**config.mk**
```make
export PLATFORM = sky130hd
export DESIGN_NAME = audio_tone_out_flat
export DESIGN_NICKNAME = d
export VERILOG_FILES = /design/src/rtl/audio_pkg.sv /design/src/rtl/audio_tone_out_if.sv /design/src/rtl/audio_tone_out_tone_square_gen.sv /design/src/rtl/audio_tone_out.sv /design/src/flat_wrapper.sv
export SDC_FILE = /design/constraint.sdc
export NUM_CORES = 1
export LEC_CHECK = 0
export ABC_AREA = 1
export BUFFER_PORTS_ARGS = -buffer_cell sky130_fd_sc_hd__buf_2
export CORE_ASPECT_RATIO = 0.6
export CORE_MARGIN = 4
export CORE_UTILIZATION = 59
export CTS_CLUSTER_SIZE = 14
export DETAILED_ROUTE_END_ITERATION = 7
export GPL_TIMING_DRIVEN = 0
export PLACE_DENSITY_LB_ADDON = 0.25
export SETUP_SLACK_MARGIN = 0.3
export SLEW_MARGIN = 0
export SYNTH_ARGS = -nofsm -noshare
export SYNTH_HDL_FRONTEND = slang
export SYNTH_SLANG_ARGS = --single-unit
```
**constraint.sdc**
```tcl
create_clock -name clk -period 4.25 [get_ports clk]
set_input_delay 1.0625 -clock clk [delete_from_list [all_inputs] [get_ports clk]]
set_output_delay 1.0625 -clock clk [all_outputs]
set_load 0.02 [all_outputs]
```
**src/rtl/audio_pkg.sv**
```systemverilog
// Shared constants and helpers for the audio tone output stage.
package audio_pkg;
  localparam int CNT_W = 9;
  localparam int SMP_W = 16;

  localparam logic [CNT_W-1:0] LOAD_R = 9'd255;
  localparam logic [CNT_W-1:0] LOAD_L = 9'd511;

  typedef logic [SMP_W-1:0] sample_t;

  localparam sample_t AMP_BASE = 16'h0100;

  // vol 0 is silent; each step above 1 doubles the amplitude.
  function automatic sample_t vol_to_amp(input logic [2:0] vol);
    if (vol == 3'd0) return '0;
    return AMP_BASE << (vol - 3'd1);
  endfunction
endpackage

```
**src/rtl/audio_tone_out_if.sv**
```systemverilog
// Tone request inputs and DAC pin outputs of audio_tone_out.
interface audio_tone_out_if;
  logic [31:0] tone_freq;
  logic [2:0]  vol;
  logic        mute;
  logic        audio_mclk;
  logic        audio_lrck;
  logic        audio_sck;
  logic        audio_sdin;
  logic        frame_tick;

  modport master (
    output tone_freq, vol, mute,
    input  audio_mclk, audio_lrck, audio_sck, audio_sdin, frame_tick
  );

  modport slave (
    input  tone_freq, vol, mute,
    output audio_mclk, audio_lrck, audio_sck, audio_sdin, frame_tick
  );
endinterface

```
**src/rtl/audio_tone_out_tone_square_gen.sv**
```systemverilog
// Phase accumulator square-wave generator; level toggles at 2*tone_freq per second.
module tone_square_gen #(
  parameter int unsigned CLK_HZ   = 100_000_000,
  parameter int unsigned FREQ_MIN = 20,
  parameter int unsigned FREQ_MAX = 20_000
) (
  input  logic        clk,
  input  logic        reset,
  input  logic [31:0] tone_freq,
  output logic        valid,
  output logic        level
);
  logic [31:0] acc_q, acc_d;
  logic        level_q, level_d;
  logic [32:0] sum;

  assign valid = (tone_freq >= FREQ_MIN) && (tone_freq <= FREQ_MAX);
  assign sum   = {1'b0, acc_q} + {tone_freq, 1'b0};
  assign level = level_q;

  // Out-of-range tones freeze the phase so the waveform resumes where it left off.
  always_comb begin
    acc_d   = acc_q;
    level_d = level_q;
    if (valid) begin
      if (sum >= 33'(CLK_HZ)) begin
        acc_d   = 32'(sum - 33'(CLK_HZ));
        level_d = ~level_q;
      end else begin
        acc_d = sum[31:0];
      end
    end
  end

  always_ff @(posedge clk) begin
    if (!reset) begin
      acc_q   <= '0;
      level_q <= 1'b0;
    end else begin
      acc_q   <= acc_d;
      level_q <= level_d;
    end
  end
endmodule

```
**src/rtl/audio_tone_out.sv**
```systemverilog
// Square-tone PCM generator and left-justified I2S serializer for a CS4344-style DAC.
// Define AUDIO_TONE_FADE_EN to ramp the amplitude by AMP_STEP per frame.
module audio_tone_out
  import audio_pkg::*;
#(
  parameter int unsigned CLK_HZ   = 100_000_000,
  parameter int unsigned FREQ_MIN = 20,
  parameter int unsigned FREQ_MAX = 20_000,
  parameter logic [15:0] AMP_STEP = 16'h0040
) (
  input  logic             clk,
  input  logic             reset,
  audio_tone_out_if.slave  bus
);
  logic [CNT_W-1:0] cnt_q, cnt_d;
  sample_t          amp_q, amp_d;
  sample_t          sample_q, sample_d;
  sample_t          shift_q, shift_d;
  sample_t          target;
  logic             sq_valid, sq_level;
  logic             latch;

  tone_square_gen #(
    .CLK_HZ   (CLK_HZ),
    .FREQ_MIN (FREQ_MIN),
    .FREQ_MAX (FREQ_MAX)
  ) u_sq (
    .clk       (clk),
    .reset     (reset),
    .tone_freq (bus.tone_freq),
    .valid     (sq_valid),
    .level     (sq_level)
  );

  assign latch  = (cnt_q == LOAD_L);
  assign target = (bus.mute || !sq_valid) ? '0 : vol_to_amp(bus.vol);
  assign cnt_d  = cnt_q + 9'd1;

`ifdef AUDIO_TONE_FADE_EN
  // Step toward the target once per frame, landing exactly on it.
  always_comb begin
    amp_d = amp_q;
    if (latch) begin
      if (amp_q < target)
        amp_d = ((target - amp_q) > AMP_STEP) ? amp_q + AMP_STEP : target;
      else if (amp_q > target)
        amp_d = ((amp_q - target) > AMP_STEP) ? amp_q - AMP_STEP : target;
    end
  end
`else
  always_comb begin
    amp_d = amp_q;
    if (latch) amp_d = target;
  end

  // AMP_STEP only matters when fading.
  logic unused_step;
  assign unused_step = ^AMP_STEP;
`endif

  // Level is sampled before any toggle in the same cycle.
  always_comb begin
    sample_d = sample_q;
    if (latch) sample_d = sq_level ? amp_d : (~amp_d + 16'd1);
  end

  always_comb begin
    shift_d = shift_q;
    if (latch)
      shift_d = sample_d;
    else if (cnt_q == LOAD_R)
      shift_d = sample_q;
    else if (cnt_q[3:0] == 4'hF)
      shift_d = {shift_q[SMP_W-2:0], 1'b0};
  end

  always_ff @(posedge clk) begin
    if (!reset) begin
      cnt_q    <= '0;
      amp_q    <= '0;
      sample_q <= '0;
      shift_q  <= '0;
    end else begin
      cnt_q    <= cnt_d;
      amp_q    <= amp_d;
      sample_q <= sample_d;
      shift_q  <= shift_d;
    end
  end

  assign bus.audio_mclk = cnt_q[1];
  assign bus.audio_sck  = cnt_q[3];
  assign bus.audio_lrck = cnt_q[8];
  assign bus.audio_sdin = shift_q[SMP_W-1];
  assign bus.frame_tick = latch;
endmodule

```
**src/flat_wrapper.sv**
```systemverilog
// flat-port wrapper written by rule: the top's interface ports become plain ports
module audio_tone_out_flat import audio_pkg::*;
#(
  parameter int unsigned CLK_HZ   = 100_000_000,
  parameter int unsigned FREQ_MIN = 20,
  parameter int unsigned FREQ_MAX = 20_000,
  parameter logic [15:0] AMP_STEP = 16'h0040
)
  (clk, reset, bus_tone_freq, bus_vol, bus_mute, bus_audio_mclk, bus_audio_lrck, bus_audio_sck, bus_audio_sdin, bus_frame_tick);
  audio_tone_out_if bus_i ();
  input  logic clk;
  input  logic reset;
  input wire logic [$bits(bus_i.tone_freq)-1:0] bus_tone_freq;
  input wire logic [$bits(bus_i.vol)-1:0] bus_vol;
  input wire logic [$bits(bus_i.mute)-1:0] bus_mute;
  output wire logic [$bits(bus_i.audio_mclk)-1:0] bus_audio_mclk;
  output wire logic [$bits(bus_i.audio_lrck)-1:0] bus_audio_lrck;
  output wire logic [$bits(bus_i.audio_sck)-1:0] bus_audio_sck;
  output wire logic [$bits(bus_i.audio_sdin)-1:0] bus_audio_sdin;
  output wire logic [$bits(bus_i.frame_tick)-1:0] bus_frame_tick;
  assign bus_i.tone_freq = bus_tone_freq;
  assign bus_i.vol = bus_vol;
  assign bus_i.mute = bus_mute;
  assign bus_audio_mclk = bus_i.audio_mclk;
  assign bus_audio_lrck = bus_i.audio_lrck;
  assign bus_audio_sck = bus_i.audio_sck;
  assign bus_audio_sdin = bus_i.audio_sdin;
  assign bus_frame_tick = bus_i.frame_tick;
  audio_tone_out #(.CLK_HZ(CLK_HZ), .FREQ_MIN(FREQ_MIN), .FREQ_MAX(FREQ_MAX), .AMP_STEP(AMP_STEP)) u_core (.clk(clk), .reset(reset), .bus(bus_i));
endmodule
```
==> out/summary.txt, run 1 <==
status: complete, no violations
Num CTS Buffers: 9
Critical Path Sink Type: flop
Internal: 1.378 mW
CTS Buffer Depth: 2
final setup margin: 0.3858 ns
Synth Flop Type: dfxtp_1
CP Launch Type: input pin
total number of vias: 8,515
Hold Path Origin: u_core.sample_q[0]$_SDFF_PN0_
Worst Hold Class: reg -> reg
initial core utilization: 61.54%
R2R cell count: 18
grt ovf: 0
Routed WL: 24,170 um
Via density: 5.569
clk sinks: 88
Worst path max stage delay: 0.66 ns
Placed Area: 8003 um2
# fillers: 1,188
most common cell after layout, fill and taps aside: nand2_1
GRT Resource Usage Total: 32.06%
1st-iter DRT viols: 959
largest net degree at the start of global routing: 15
row count: 31
1st-pass router iterations: 6
count of input and output buffers: 41
synth warn: 0
most frequent cells in the layout: 383 x nand2_1, 187 x inv_1, 150 x nor2_1, 94 x nand3_1, 88 x dfxtp_1
Finished Layout Cells: 1,529
Bufs and invs on worst path: 4
number of synthesized flops with an enable pin: 0
Final Setup Violations: 0
Hold Path Sink: u_core.sample_q[0]$_SDFF_PN0_
area of the multi-input gates: 4947 um2
Area contributors post-synth: dfxtp_1 23%, nand2_1 19%, inv_1 9.2%, nor2_1 7.5%, nand3_1 6.3%
Clk network pwr share: 43.2%
Pwr Density: 228.3 nW/um2
Setup WS pre-CTS: 0.07680 ns
Post-Route Setup TNS: 0 ns
placed wire-length estimate: 19,300 um
number of global-route vias before repair: 7,478
Final min period: 3.864 ns
H-tree depth: 3
RSZ-0062 raised after global routing: false
antenna violations before repair: 0
Die H: 95.86 um
Slew Limit Fails: 0
final net count: 1,435
Avg Cell Area, Syn: 5.812 um2
die area: 14,800 um2
CP max-delay cell: nor3_1
Switching Fraction: 27.68%
ANT cells: 0
r2r setup slk: 0.65 ns
count of max-cap constraint violations: 0
Placer Congestion: 1.042
arrival time at the worst endpoint: 4.11 ns
IO Pins: 43
register area: 1762 um2
latest clock arrival within the worst-skew pair: 0.35 ns
Max Clock Skew: 0.01161 ns
Setup CP Type: in -> reg
Leak: 4.293 nW
Post-route DRC: 0
Die W: 154.4 um
post-synthesis cell area: 7591 um2
syn_nets: 1,381
clk slew on worst S/H paths: 0.07 ns
Logic pwr share: 13.3%
R2R Path Start: u_core.cnt_q[0]$_SDFF_PN0_
layout cells sized above 1: 11.88%
Switch Pwr: 0.5273 mW
Synth cell types: 41
first-pass GRT wire length: 37,530 um
RR Endpoint: u_core.sample_q[10]$_SDFF_PN0_
Slew @ Worst Pin: 0.7885 ns
Placed Cells: 1,512
area leader, netlist: dfxtp_1
final design instance area without fill: 8344 um2
Avg WL per Cell: 15.81 um
Seq/Total Area, Yosys: 23.21%
Root Buffer: clkbuf_16
area grow syn2layout: 9.923%
Peak supply drop: 0.1900 mV
Core ar.: 12,330 um2
top cell type's share of synthesized area: 23.21%
fmax: 258.8 MHz
final hold vios: 0
post-layout util: 67.65%
Slew HR: 47.03%
Routed Antenna Nets: 0
Top Family by Delay on Critical Path: simple AND/OR/NAND/NOR gates
CP max FO: 10
Worst Hold Depth: 2
Sequential Power Share: 43.5%
crit-path cells: buf_2 -> or2_2 -> nor3_1 -> nand4_1 -> nor2_1 -> nand2_1 -> inv_1 -> clkbuf_1 -> nand2_1 -> o21ai_0 -> inv_1
period utilisation layout: 90.92%
post-synthesis async set-or-reset flop share: 0%
Gate Count Post-Synth: 1,306
Post-CTS Hold Fix Bufs: 0
TritonCTS clock tree: yes
required time of the worst setup path: 4.50 ns
Seq cells post-synth: 88
-- cells in the mapped netlist, types with 4 or more instances --
cell,instances
xnor2_1,5
inv_1,187
nand2_2,37
nor2_4,4
nand2_4,8
and2_1,5
nand4_1,31
nand3_1,95
nand3b_1,5
dfxtp_1,88
ha_1,36
a21oi_1,69
xor2_1,10
nand3_2,7
inv_2,11
nor2_1,151
nand2_1,386
a31oi_1,5
clkbuf_1,23
nor2_2,12
o21ai_0,79
nor3_1,25
-- power by group through the flow --
stage	Sequential [mW]	Clock [mW]	Combinational (mW)
6_report	0.829	0.824	0.253
5_1_grt	0.829	0.852	0.278
4_1_cts	0.829	0.819	0.244
3_5_place_dp	0.847	0	0.242
3_3_place_gp	0.847	0	0.238
2_1_floorplan	0.848	0	0.166
-- worst min-delay path, cell delays in order (launching register included) --
cell     delay [ns]
dfxtp_1        0.30
inv_1          0.04
nor2_1         0.05
-- layer usage --
metal	GRT usage [%]	part of all wire [%]
met1	48.12	47
met2	45.07	37
met3	8.131	14
met4	7.788	1.9
met5	4.422	0.36
-- how the worst max path moves through the flow --
stage	start	end	slack [ns]	cells after the start
detailed placement	bus_tone_freq[0]	u_core.u_sq.acc_q[23]$_SDFFE_PN0N_	0.08	22
finish	bus_tone_freq[19]	u_core.u_sq.acc_q[29]$_SDFFE_PN0N_	0.39	11
global placement	bus_tone_freq[0]	u_core.u_sq.acc_q[23]$_SDFFE_PN0N_	0.09	20
global route	u_core.cnt_q[0]$_SDFF_PN0_	u_core.sample_q[12]$_SDFF_PN0_	0.30	19
CTS	u_core.cnt_q[0]$_SDFF_PN0_	u_core.sample_q[12]$_SDFF_PN0_	0.42	19
floorplan	bus_tone_freq[0]	u_core.u_sq.acc_q[23]$_SDFFE_PN0N_	0.81	23
-- flip-flops by register name (all words and copies together), names as in the netlist --
register,count
u_core.shift_q,16
u_core.amp_q,15
u_core.sample_q,16
u_core.u_sq.acc_q,31
u_core.u_sq.level,1
u_core.cnt_q,9
-- cell type report --
type	instances	share of cell area, %
clock buffer	11	2.909
timing repair buffer	42	2.549
inverter	201	9.102
buffer	30	1.934
multi-input combinational	988	59.29
sequential	88	21.11
clock inverter	4	0.6298
tap	165	2.474
-- through the flow --
step | hold WS (ns) | power (mW)
after floorplan | 0.4053 | 1.015
after global placement | 0.4140 | 1.086
after detailed placement | 0.4188 | 1.090
after CTS | 0.4298 | 1.892
after global routing | 0.4567 | 1.958
final | 0.4323 | 1.905
-- kinds of logic (layout without fill, tap and decap cells) --
family                     Yosys count  in the layout  share of synthesized area, %
DFF                                 88             88                         23.21
adders and majority gates           37             37                         6.197
xor gates and xnor gates            15             15                         1.731
AOI/OAI and AO/OA                  161            161                         11.09
buffers and inverters              231            288                         12.11
and+or+nand+nor                    774            775                         45.66
-- what timing repair did --
| item | 4_1_cts | 5_1_grt |
|---|---|---|
| gates resized for setup | 0 | 12 |
| buffers inserted | 0 | 1 |
| endpoints found under the setup margin | 0 | 31 |
(Power assumes the default switching activity.)
==> inputs of run 2 (changes only) <==
==> constraint.sdc (replaced) <==
create_clock -name clk -period 4.25 [get_ports clk]
set_input_delay 0.6375 -clock clk [delete_from_list [all_inputs] [get_ports clk]]
set_output_delay 0.6375 -clock clk [all_outputs]
set_load 0.02 [all_outputs]
==> out/summary.txt, run 2 (synthesis results as in run 1) <==
Clk network pwr share: 43.3%
Largest register FFs: 31
final setup margin: 0.6431 ns
period utilisation layout: 84.87%
Internal: 1.377 mW
Pwr Density: 229.2 nW/um2
final design instance area without fill: 8299 um2
latest clock arrival within the worst-skew pair: 0.35 ns
Max Clock Skew: 0.01301 ns
total number of vias: 8,452
Switch Pwr: 0.5246 mW
r2r setup slk: 0.64 ns
area grow syn2layout: 9.329%
IO Pins: 43
fmax: 277.3 MHz
Routed WL: 23,710 um
final net count: 1,433
H-tree depth: 3
most common cell after layout, fill and taps aside: nand2_1
Via density: 5.535
Worst Hold Class: reg -> reg
Placed Cells: 1,512
Placer Congestion: 1.042
Placed Area: 8003 um2
clk sinks: 88
Setup WS pre-CTS: 0.4778 ns
GRT Resource Usage Total: 32.06%
Peak supply drop: 0.1899 mV
R2R cell count: 18
Num CTS Buffers: 9
count of input and output buffers: 41
Root Buffer: clkbuf_16
antenna violations before repair: 0
Switching Fraction: 27.58%
Routed Antenna Nets: 0
1st-pass router iterations: 6
Critical Path Sink Type: flop
row count: 31
layout cells sized above 1: 11.16%
required time of the worst setup path: 4.45 ns
Logic pwr share: 13.2%
final hold slack: 0.4324 ns
Worst Hold Depth: 2
final hold vios: 0
Finished Layout Cells: 1,527
Leak: 4.279 nW
count of max-cap constraint violations: 0
ANT cells: 0
Largest regs: u_core.u_sq.acc_q (31), u_core.sample_q (16), u_core.shift_q (16)
die area: 14,800 um2
RSZ-0062 raised after global routing: false
Sequential Power Share: 43.6%
Core ar.: 12,330 um2
Tot Pwr: 1.902 mW
initial core utilization: 61.54%
grt ovf: 0
Final Setup Violations: 0
TritonCTS clock tree: yes
Avg WL per Cell: 15.53 um
largest net degree at the start of global routing: 15
Die W: 154.4 um
Slew HR: 49.35%
RR Endpoint: u_core.sample_q[10]$_SDFF_PN0_
Slew Limit Fails: 0
Largest Register: u_core.u_sq.acc_q
CTS Buffer Depth: 2
Die H: 95.86 um
clk slew on worst S/H paths: 0.07 ns
number of global-route vias before repair: 7,478
Slew @ Worst Pin: 0.7539 ns
Hold Path Origin: u_core.sample_q[0]$_SDFF_PN0_
arrival time at the worst endpoint: 3.81 ns
post-layout util: 67.29%
first-pass GRT wire length: 37,530 um
Post-route DRC: 0
# fillers: 1,202
Post-Route Setup TNS: 0 ns
CP Launch Type: flop
status: complete, no violations
Final min period: 3.607 ns
most frequent cells in the layout: 386 x nand2_1, 187 x inv_1, 151 x nor2_1, 95 x nand3_1, 88 x dfxtp_1
Setup CP Type: reg -> reg
R2R Path Start: u_core.cnt_q[0]$_SDFF_PN0_
Hold Path Sink: u_core.sample_q[0]$_SDFF_PN0_
Post-CTS Hold Fix Bufs: 0
CP max FO: 10
1st-iter DRT viols: 933
placed wire-length estimate: 19,300 um
-- run 2: final cells by class --
cell class                      count  area [um2]  area share (%)
Clock inverter                      4       52.55          0.6332
Timing Repair Buffer               41       205.2           2.472
Multi-Input combinational cell    987        4910           59.16
Sequential cell                    88        1762           21.23
Tap cell                          165       206.4           2.488
Buffer                             30       161.4           1.945
Clock buffer                       11       242.7           2.925
Inverter                          201       759.5           9.151
-- run 2: critical path: stages, from the launching register on --
cell and delay [ns]:
dfxtp_1 0.39, ha_1 0.19, nand2_1 0.06, inv_1 0.09
nand4_1 0.12, nor3_1 0.26, ha_1 0.22, clkbuf_2 0.25
inv_1 0.08, clkbuf_1 0.26, nand2_1 0.19, ha_1 0.18
nand3_1 0.09, nor2_1 0.22, nand3_1 0.15, o21ai_1 0.31
a21oi_1 0.13, o21ai_0 0.16, a21oi_1 0.11
-- run 2: worst max path at each step --
| stage | slack (ns) | startpoint | cells after the start | to |
|---|---|---|---|---|
| 2_1_floorplan | 1.03 | u_core.cnt_q[1]$_SDFF_PN0_ | 18 | u_core.sample_q[10]$_SDFF_PN0_ |
| 3_3_place_gp | 0.51 | bus_tone_freq[0] | 20 | u_core.u_sq.acc_q[23]$_SDFFE_PN0N_ |
| 3_5_place_dp | 0.48 | u_core.cnt_q[0]$_SDFF_PN0_ | 19 | u_core.shift_q[12]$_SDFFE_PN0P_ |
| 4_1_cts | 0.42 | u_core.cnt_q[0]$_SDFF_PN0_ | 19 | u_core.sample_q[12]$_SDFF_PN0_ |
| 5_1_grt | 0.30 | u_core.cnt_q[0]$_SDFF_PN0_ | 19 | u_core.sample_q[12]$_SDFF_PN0_ |
| 6_report | 0.64 | u_core.cnt_q[0]$_SDFF_PN0_ | 18 | u_core.sample_q[10]$_SDFF_PN0_ |
-- run 2: power groups by stage --
| stage | combinational [mW] | clock [mW] | sequential [mW] |
|---|---|---|---|
| detailed placement | 0.242 | 0 | 0.847 |
| floorplan | 0.166 | 0 | 0.848 |
| global placement | 0.238 | 0 | 0.847 |
| CTS | 0.244 | 0.819 | 0.829 |
| finish | 0.250 | 0.823 | 0.829 |
| global route | 0.276 | 0.852 | 0.829 |
-- run 2: timing repair --
action / CTS / global route
gates resized for setup: 0 / 3
buffers inserted: 0 / 0
endpoints found under the setup margin: 0 / 8
-- run 2: layer usage --
layer / part of all wire, % / wire [um] / GRT usage [%]
met1: 48 / 11360 / 48.12
met2: 37 / 8787 / 45.07
met3: 13 / 3024 / 8.131
met4: 1.9 / 447 / 7.788
met5: 0.37 / 88 / 4.422
